## src/rtl/point_out_writeback.sv

```systemverilog
// point_out_writeback: accumulates 8-lane pointwise partial sums over input-channel groups,
// requantizes them and writes one 8-lane word per (pixel, output-channel group).
module point_out_writeback #(
    parameter int DATA_WIDTH = 8,
    parameter int LANES      = 8,
    parameter int ACC_WIDTH  = 20,
    parameter int ADDR_WIDTH = 16
) (
    input  logic                          clk,
    input  logic                          rst,
    input  logic                          in_valid,
    input  logic [DATA_WIDTH*LANES-1:0]   in_feature,
    input  logic [7:0]                    in_ch_sel,
    input  logic [7:0]                    out_ch_sel,
    input  logic [7:0]                    input_channel,
    input  logic [7:0]                    output_channel,
    input  logic [7:0]                    output_size,
    input  logic                          relu_en,
    input  logic [3:0]                    quant_shift,
    output logic                          wr_en,
    output logic [ADDR_WIDTH-1:0]         wr_addr,
    output logic [DATA_WIDTH*LANES-1:0]   wr_data,
    output logic                          pixel_done,
    output logic                          layer_done,
    output logic                          seq_err
);
    typedef enum logic {IDLE, ACCUM} state_t;

    localparam logic signed [ACC_WIDTH-1:0] MAXV = ACC_WIDTH'(2**(DATA_WIDTH-1) - 1);
    localparam logic signed [ACC_WIDTH-1:0] MINV = ACC_WIDTH'(-(2**(DATA_WIDTH-1)));

    state_t                       state_q, state_d;
    logic signed [ACC_WIDTH-1:0]  acc_q [LANES];
    logic signed [ACC_WIDTH-1:0]  acc_d [LANES];
    logic signed [ACC_WIDTH-1:0]  fin_q [LANES];
    logic signed [ACC_WIDTH-1:0]  fin_d [LANES];
    logic signed [ACC_WIDTH-1:0]  sum   [LANES];
    logic signed [ACC_WIDTH-1:0]  shv   [LANES];
    logic signed [ACC_WIDTH-1:0]  rlv   [LANES];
    logic [4:0]                   ig_q, og_q, ig, og, ocg_q, ocg_d;
    logic [15:0]                  npix_q, npix, pix_q, pix_d;
    logic [7:0]                   prev_q, prev_d;
    logic                         fin_v_q, fin_v_d, err_d;
    logic                         idle, beat, last, last_grp, last_pix;
    logic [31:0]                  addr_full;
    logic [DATA_WIDTH*LANES-1:0]  wdata;
    logic                         unused;

    assign unused = ^out_ch_sel[2:0];

    // Configuration follows the inputs while idle and is frozen during a group.
    always_comb begin
        idle = state_q == IDLE;
        ig   = idle ? (input_channel < 8'd8 ? 5'd1 : input_channel[7:3]) : ig_q;
        og   = idle ? (output_channel < 8'd8 ? 5'd1 : output_channel[7:3]) : og_q;
        npix = idle ? 16'(output_size) * 16'(output_size) : npix_q;
        beat = in_valid && (!idle || in_ch_sel == 8'd0);
        last = beat && in_ch_sel == {ig - 5'd1, 3'b000};
        for (int k = 0; k < LANES; k++) begin
            sum[k]   = (in_ch_sel == 8'd0 ? '0 : acc_q[k])
                     + ACC_WIDTH'($signed(in_feature[k*DATA_WIDTH +: DATA_WIDTH]));
            acc_d[k] = beat ? sum[k] : acc_q[k];
            fin_d[k] = last ? sum[k] : fin_q[k];
        end
        state_d = beat ? (last ? IDLE : ACCUM) : state_q;
        prev_d  = beat ? in_ch_sel : prev_q;
        err_d   = seq_err | (in_valid && in_ch_sel != 8'd0 && (idle || in_ch_sel != prev_q + 8'd8));
        fin_v_d = last;
        ocg_d   = last ? out_ch_sel[7:3] : ocg_q;
    end

    always_comb begin
        wdata = '0;
        for (int k = 0; k < LANES; k++) begin
            shv[k] = fin_q[k] >>> quant_shift;
            rlv[k] = (relu_en && shv[k] < 0) ? '0 : shv[k];
            wdata[k*DATA_WIDTH +: DATA_WIDTH] = rlv[k] > MAXV ? MAXV[DATA_WIDTH-1:0] :
                                                rlv[k] < MINV ? MINV[DATA_WIDTH-1:0] :
                                                rlv[k][DATA_WIDTH-1:0];
        end
        addr_full = 32'(pix_q) * 32'(og) + 32'(ocg_q);
        last_grp  = fin_v_q && ocg_q == og - 5'd1;
        last_pix  = last_grp && pix_q == npix - 16'd1;
        pix_d     = last_grp ? (last_pix ? 16'd0 : pix_q + 16'd1) : pix_q;
    end

    always_ff @(posedge clk or posedge rst) begin
        if (rst) begin
            state_q    <= IDLE;
            ig_q       <= 5'd1;
            og_q       <= 5'd1;
            npix_q     <= '0;
            pix_q      <= '0;
            prev_q     <= '0;
            ocg_q      <= '0;
            fin_v_q    <= 1'b0;
            seq_err    <= 1'b0;
            wr_en      <= 1'b0;
            wr_addr    <= '0;
            wr_data    <= '0;
            pixel_done <= 1'b0;
            layer_done <= 1'b0;
            for (int k = 0; k < LANES; k++) begin
                acc_q[k] <= '0;
                fin_q[k] <= '0;
            end
        end else begin
            state_q    <= state_d;
            ig_q       <= ig;
            og_q       <= og;
            npix_q     <= npix;
            pix_q      <= pix_d;
            prev_q     <= prev_d;
            ocg_q      <= ocg_d;
            fin_v_q    <= fin_v_d;
            seq_err    <= err_d;
            wr_en      <= fin_v_q;
            wr_addr    <= addr_full[ADDR_WIDTH-1:0];
            wr_data    <= wdata;
            pixel_done <= last_grp;
            layer_done <= last_pix;
            for (int k = 0; k < LANES; k++) begin
                acc_q[k] <= acc_d[k];
                fin_q[k] <= fin_d[k];
            end
        end
    end
endmodule
```

## config.mk

```make
export PLATFORM = sky130hd
export DESIGN_NAME = point_out_writeback
export DESIGN_NICKNAME = d
export VERILOG_FILES = /design/src/rtl/point_out_writeback.sv
export SDC_FILE = /design/constraint.sdc
export NUM_CORES = 2
export LEC_CHECK = 0
export ABC_AREA = 1
export CORE_UTILIZATION = 55
export DETAILED_ROUTE_END_ITERATION = 8
export MAX_ROUTING_LAYER = met4
export PLACE_DENSITY = 0.85
export SYNTH_ARGS = -nofsm -noshare
export SYNTH_HDL_FRONTEND = slang
export SYNTH_SLANG_ARGS = --single-unit
```

## constraint.sdc

```tcl
create_clock -name clk -period 16 [get_ports clk]
set_input_delay 1.6 -clock clk [delete_from_list [all_inputs] [get_ports clk]]
set_output_delay 1.6 -clock clk [all_outputs]
set_load 0.02 [all_outputs]
```

==> results.sh <==
export IMPL_placed_cells=6060
export IMPL_io_pins=196
export IMPL_crit_type="input port to flop"
export IMPL_hp_class="flop to flop"
export IMPL_ctsHoldBuffers=0
export IMPL_wire_per_inst_um=15.3
export IMPL_grt_first_pass_wirelength_um=157000
export IMPL_cp_endpoint="pix_q[15]"
export IMPL_setup_tns_ns=0
export IMPL_cp_max_fo=14
export IMPL_die_y_um=259
export IMPL_hold_violations=0
export IMPL_power_density_mw_per_mm2=176
export IMPL_syn2layout_area_growth_pct=11.3
export IMPL_worst_pin_slew_ns=1.04
export IMPL_yosysWarnings=0
export IMPL_syn_avg_cell_area_um2=6.93
export IMPL_final_cell_mix="nand2_1, o21ai_0, inv_1, dfrtp_1, nor2_1"
export IMPL_reg2reg_to="fin_q[154]"
export IMPL_setup_viol=0
export IMPL_slowest_stage="clkdlybuf4s50_1"
export IMPL_fill_cells=5724
export IMPL_vias_per_cell=5.50
export IMPL_synth_top_area_cell="dfrtp_1"
export IMPL_clk_latency_ns=0.61
export IMPL_netlist_instances=5233
export IMPL_grt_overflow=0
export IMPL_slew_violations=0
export IMPL_grt_pass1_vias=32300
export IMPL_die_area_mm2=0.0670
export IMPL_instances_no_fill=6162
export IMPL_clk_transition_reported_paths_ns=0.06
export IMPL_r2r_cells=14
export IMPL_worst_setup_path_end_kind="flop"
export IMPL_timing_rr_start="state_q"
export IMPL_final_common_cell="nand2_1"
export IMPL_r2r_setup_slack_ns=10.60
export IMPL_via_count=33900
export IMPL_fin_crit_sh_pct=39.8
export IMPL_syn_area_mm2=0.0363
export IMPL_drt_iter0_markers=2781
export IMPL_synth_edf_count=0
export IMPL_crit_path_frequent_cell="nand2_1"
export IMPL_status="completed"
export IMPL_grt_max_degree=211
export IMPL_post_cts_resized=0
export IMPL_yosysTopAreaCellShare_pct=31.7
export IMPL_grt_usage_pct=29.4
export IMPL_cts_setup_buffers=0
export IMPL_min_period_ns=6.37
export IMPL_peakVddDrop_mv=0.0943
export IMPL_root_buffer="clkbuf_16"
export IMPL_start_util_pct=56.0
export IMPL_cts_buffers=53
export IMPL_critPathLaunch="output_size[5]"
export IMPL_gp_congestion=0.954
export IMPL_fmax_mhz=157
export IMPL_crit_cells=27
export IMPL_ys_seq_area_share_pct=31.8
export IMPL_die_x_um=259
export IMPL_cpPeakStageDelay_ns=0.73
export IMPL_rsz0062_at_grt="no"
export IMPL_cp_required_ns=16.49
export IMPL_io_buffers=186
export IMPL_async_flop_share_pct=100
export IMPL_cp_buffers_inverters=6
export IMPL_core_area_mm2=0.0648
export IMPL_cp_top_family="adder cells"
export IMPL_cts_htree_levels=2
export IMPL_row_count=93
export IMPL_place_hpwl_um=68800
export IMPL_synth_cell_types=58
export IMPL_numClockSinks=461
export IMPL_clockBufferDepth=3
export IMPL_synth_ff_type="dfrtp_1"
export IMPL_drc=0
export IMPL_relSlewSlack_pct=30.1
export IMPL_antenna_left=0
export IMPL_synth_area_leaders="dfrtp_1, nand2_1, o21ai_0"
export IMPL_antenna_found_initial=7
export IMPL_syn_num_nets=5630
export IMPL_p_leak_nw=20.2
export IMPL_drive_above_1_share_pct=3.41
export IMPL_fin_nets=5657
export IMPL_arrival_ns=6.86
export IMPL_start_kind="input port"
export IMPL_fin_skew_ns=0.0278
export IMPL_tritoncts="yes"
export IMPL_fin_util_pct=62.3
export IMPL_firstDrtPassIters=6
export IMPL_cap_violations=0
export IMPL_ys_ff_latch=461
export IMPL_wl_um=94300
## cell usage after synthesis (all sizes together), types with 32 or more instances
master  count
nand3     177
fa         72
xnor2      79
nor2      400
xor2      123
ha        213
inv       633
o21ai     771
dfrtp     459
mux2i      50
a21oi     212
o211ai     32
nor3       59
nand4      34
buf        95
clkbuf    143
nand2    1525
## through the flow
stage | power (W) | instance area (um2) | hold slack [ns] | setup WS [ns]
2_1_floorplan | 0.00478 | 36300 | 0.354 | 1.55
4_1_cts | 0.00710 | 40400 | 0.399 | 9.66
6_report | 0.00712 | 40400 | 0.396 | 9.63
5_1_grt | 0.00778 | 40400 | 0.408 | 9.21
3_3_place_gp | 0.00562 | 38400 | 0.362 | 9.07
3_5_place_dp | 0.00572 | 38400 | 0.384 | 9.03
## power by group
group          switching [W]  internal (W)  total (W)
clock               0.000520      0.000828    0.00135
sequential          0.000237       0.00166    0.00189
combinational        0.00245       0.00143    0.00388
## per-layer routing
metal | up-vias | track usage (%) | wire length [um]
li1 | 16900 | - | -
met2 | 1022 | 46.1 | 42300
met3 | 170 | 4.08 | 7130
met1 | 15800 | 39.7 | 42600
met5 | - | - | 0
met4 | 0 | 8.25 | 2350
## how the worst min path moves through the flow
stage	startpoint	endpoint	cells after the start
detailed placement	fin_v_q	wr_en	0
global placement	fin_v_q	wr_en	0
finish	fin_v_q	wr_en	0
CTS	fin_v_q	wr_en	0
global route	fin_v_q	wr_en	0
floorplan	fin_v_q	wr_en	0
## area by class of cell
cell class | count | area, um2 | share of cell area, %
flip-flops and latches | 461 | 11500 | 28.6
repair buffers | 210 | 2060 | 5.09
clock inverters | 31 | 443 | 1.10
multi-input cells | 3900 | 21300 | 52.9
inverters | 634 | 2410 | 5.98
well taps | 855 | 1070 | 2.65
diodes | 3 | 7.51 | 0.0186
clock buffers | 68 | 1510 | 3.73
## kinds of logic after synthesis
kind of cell             synth area share, %
AO/OA/AOI/OAI                           16.4
XOR/XNOR                                4.88
adder cells (fa/ha/maj)                 11.3
buffers and inverters                   9.41
flip-flops                              31.8
multiplexers                            1.38
other                                 0.0207
AND/OR/NAND/NOR                         24.8
## state kept, by name, summed over array words and instances (netlist names), 5 cells and up
signal / flops
npix_q: 16
wr_data: 64
ocg_q: 5
fin_q: 160
pix_q: 16
prev_q: 8
ig_q: 5
wr_addr: 16
og_q: 5
acc_q: 160
No activity file was read; power rests on OpenSTA's default activity.
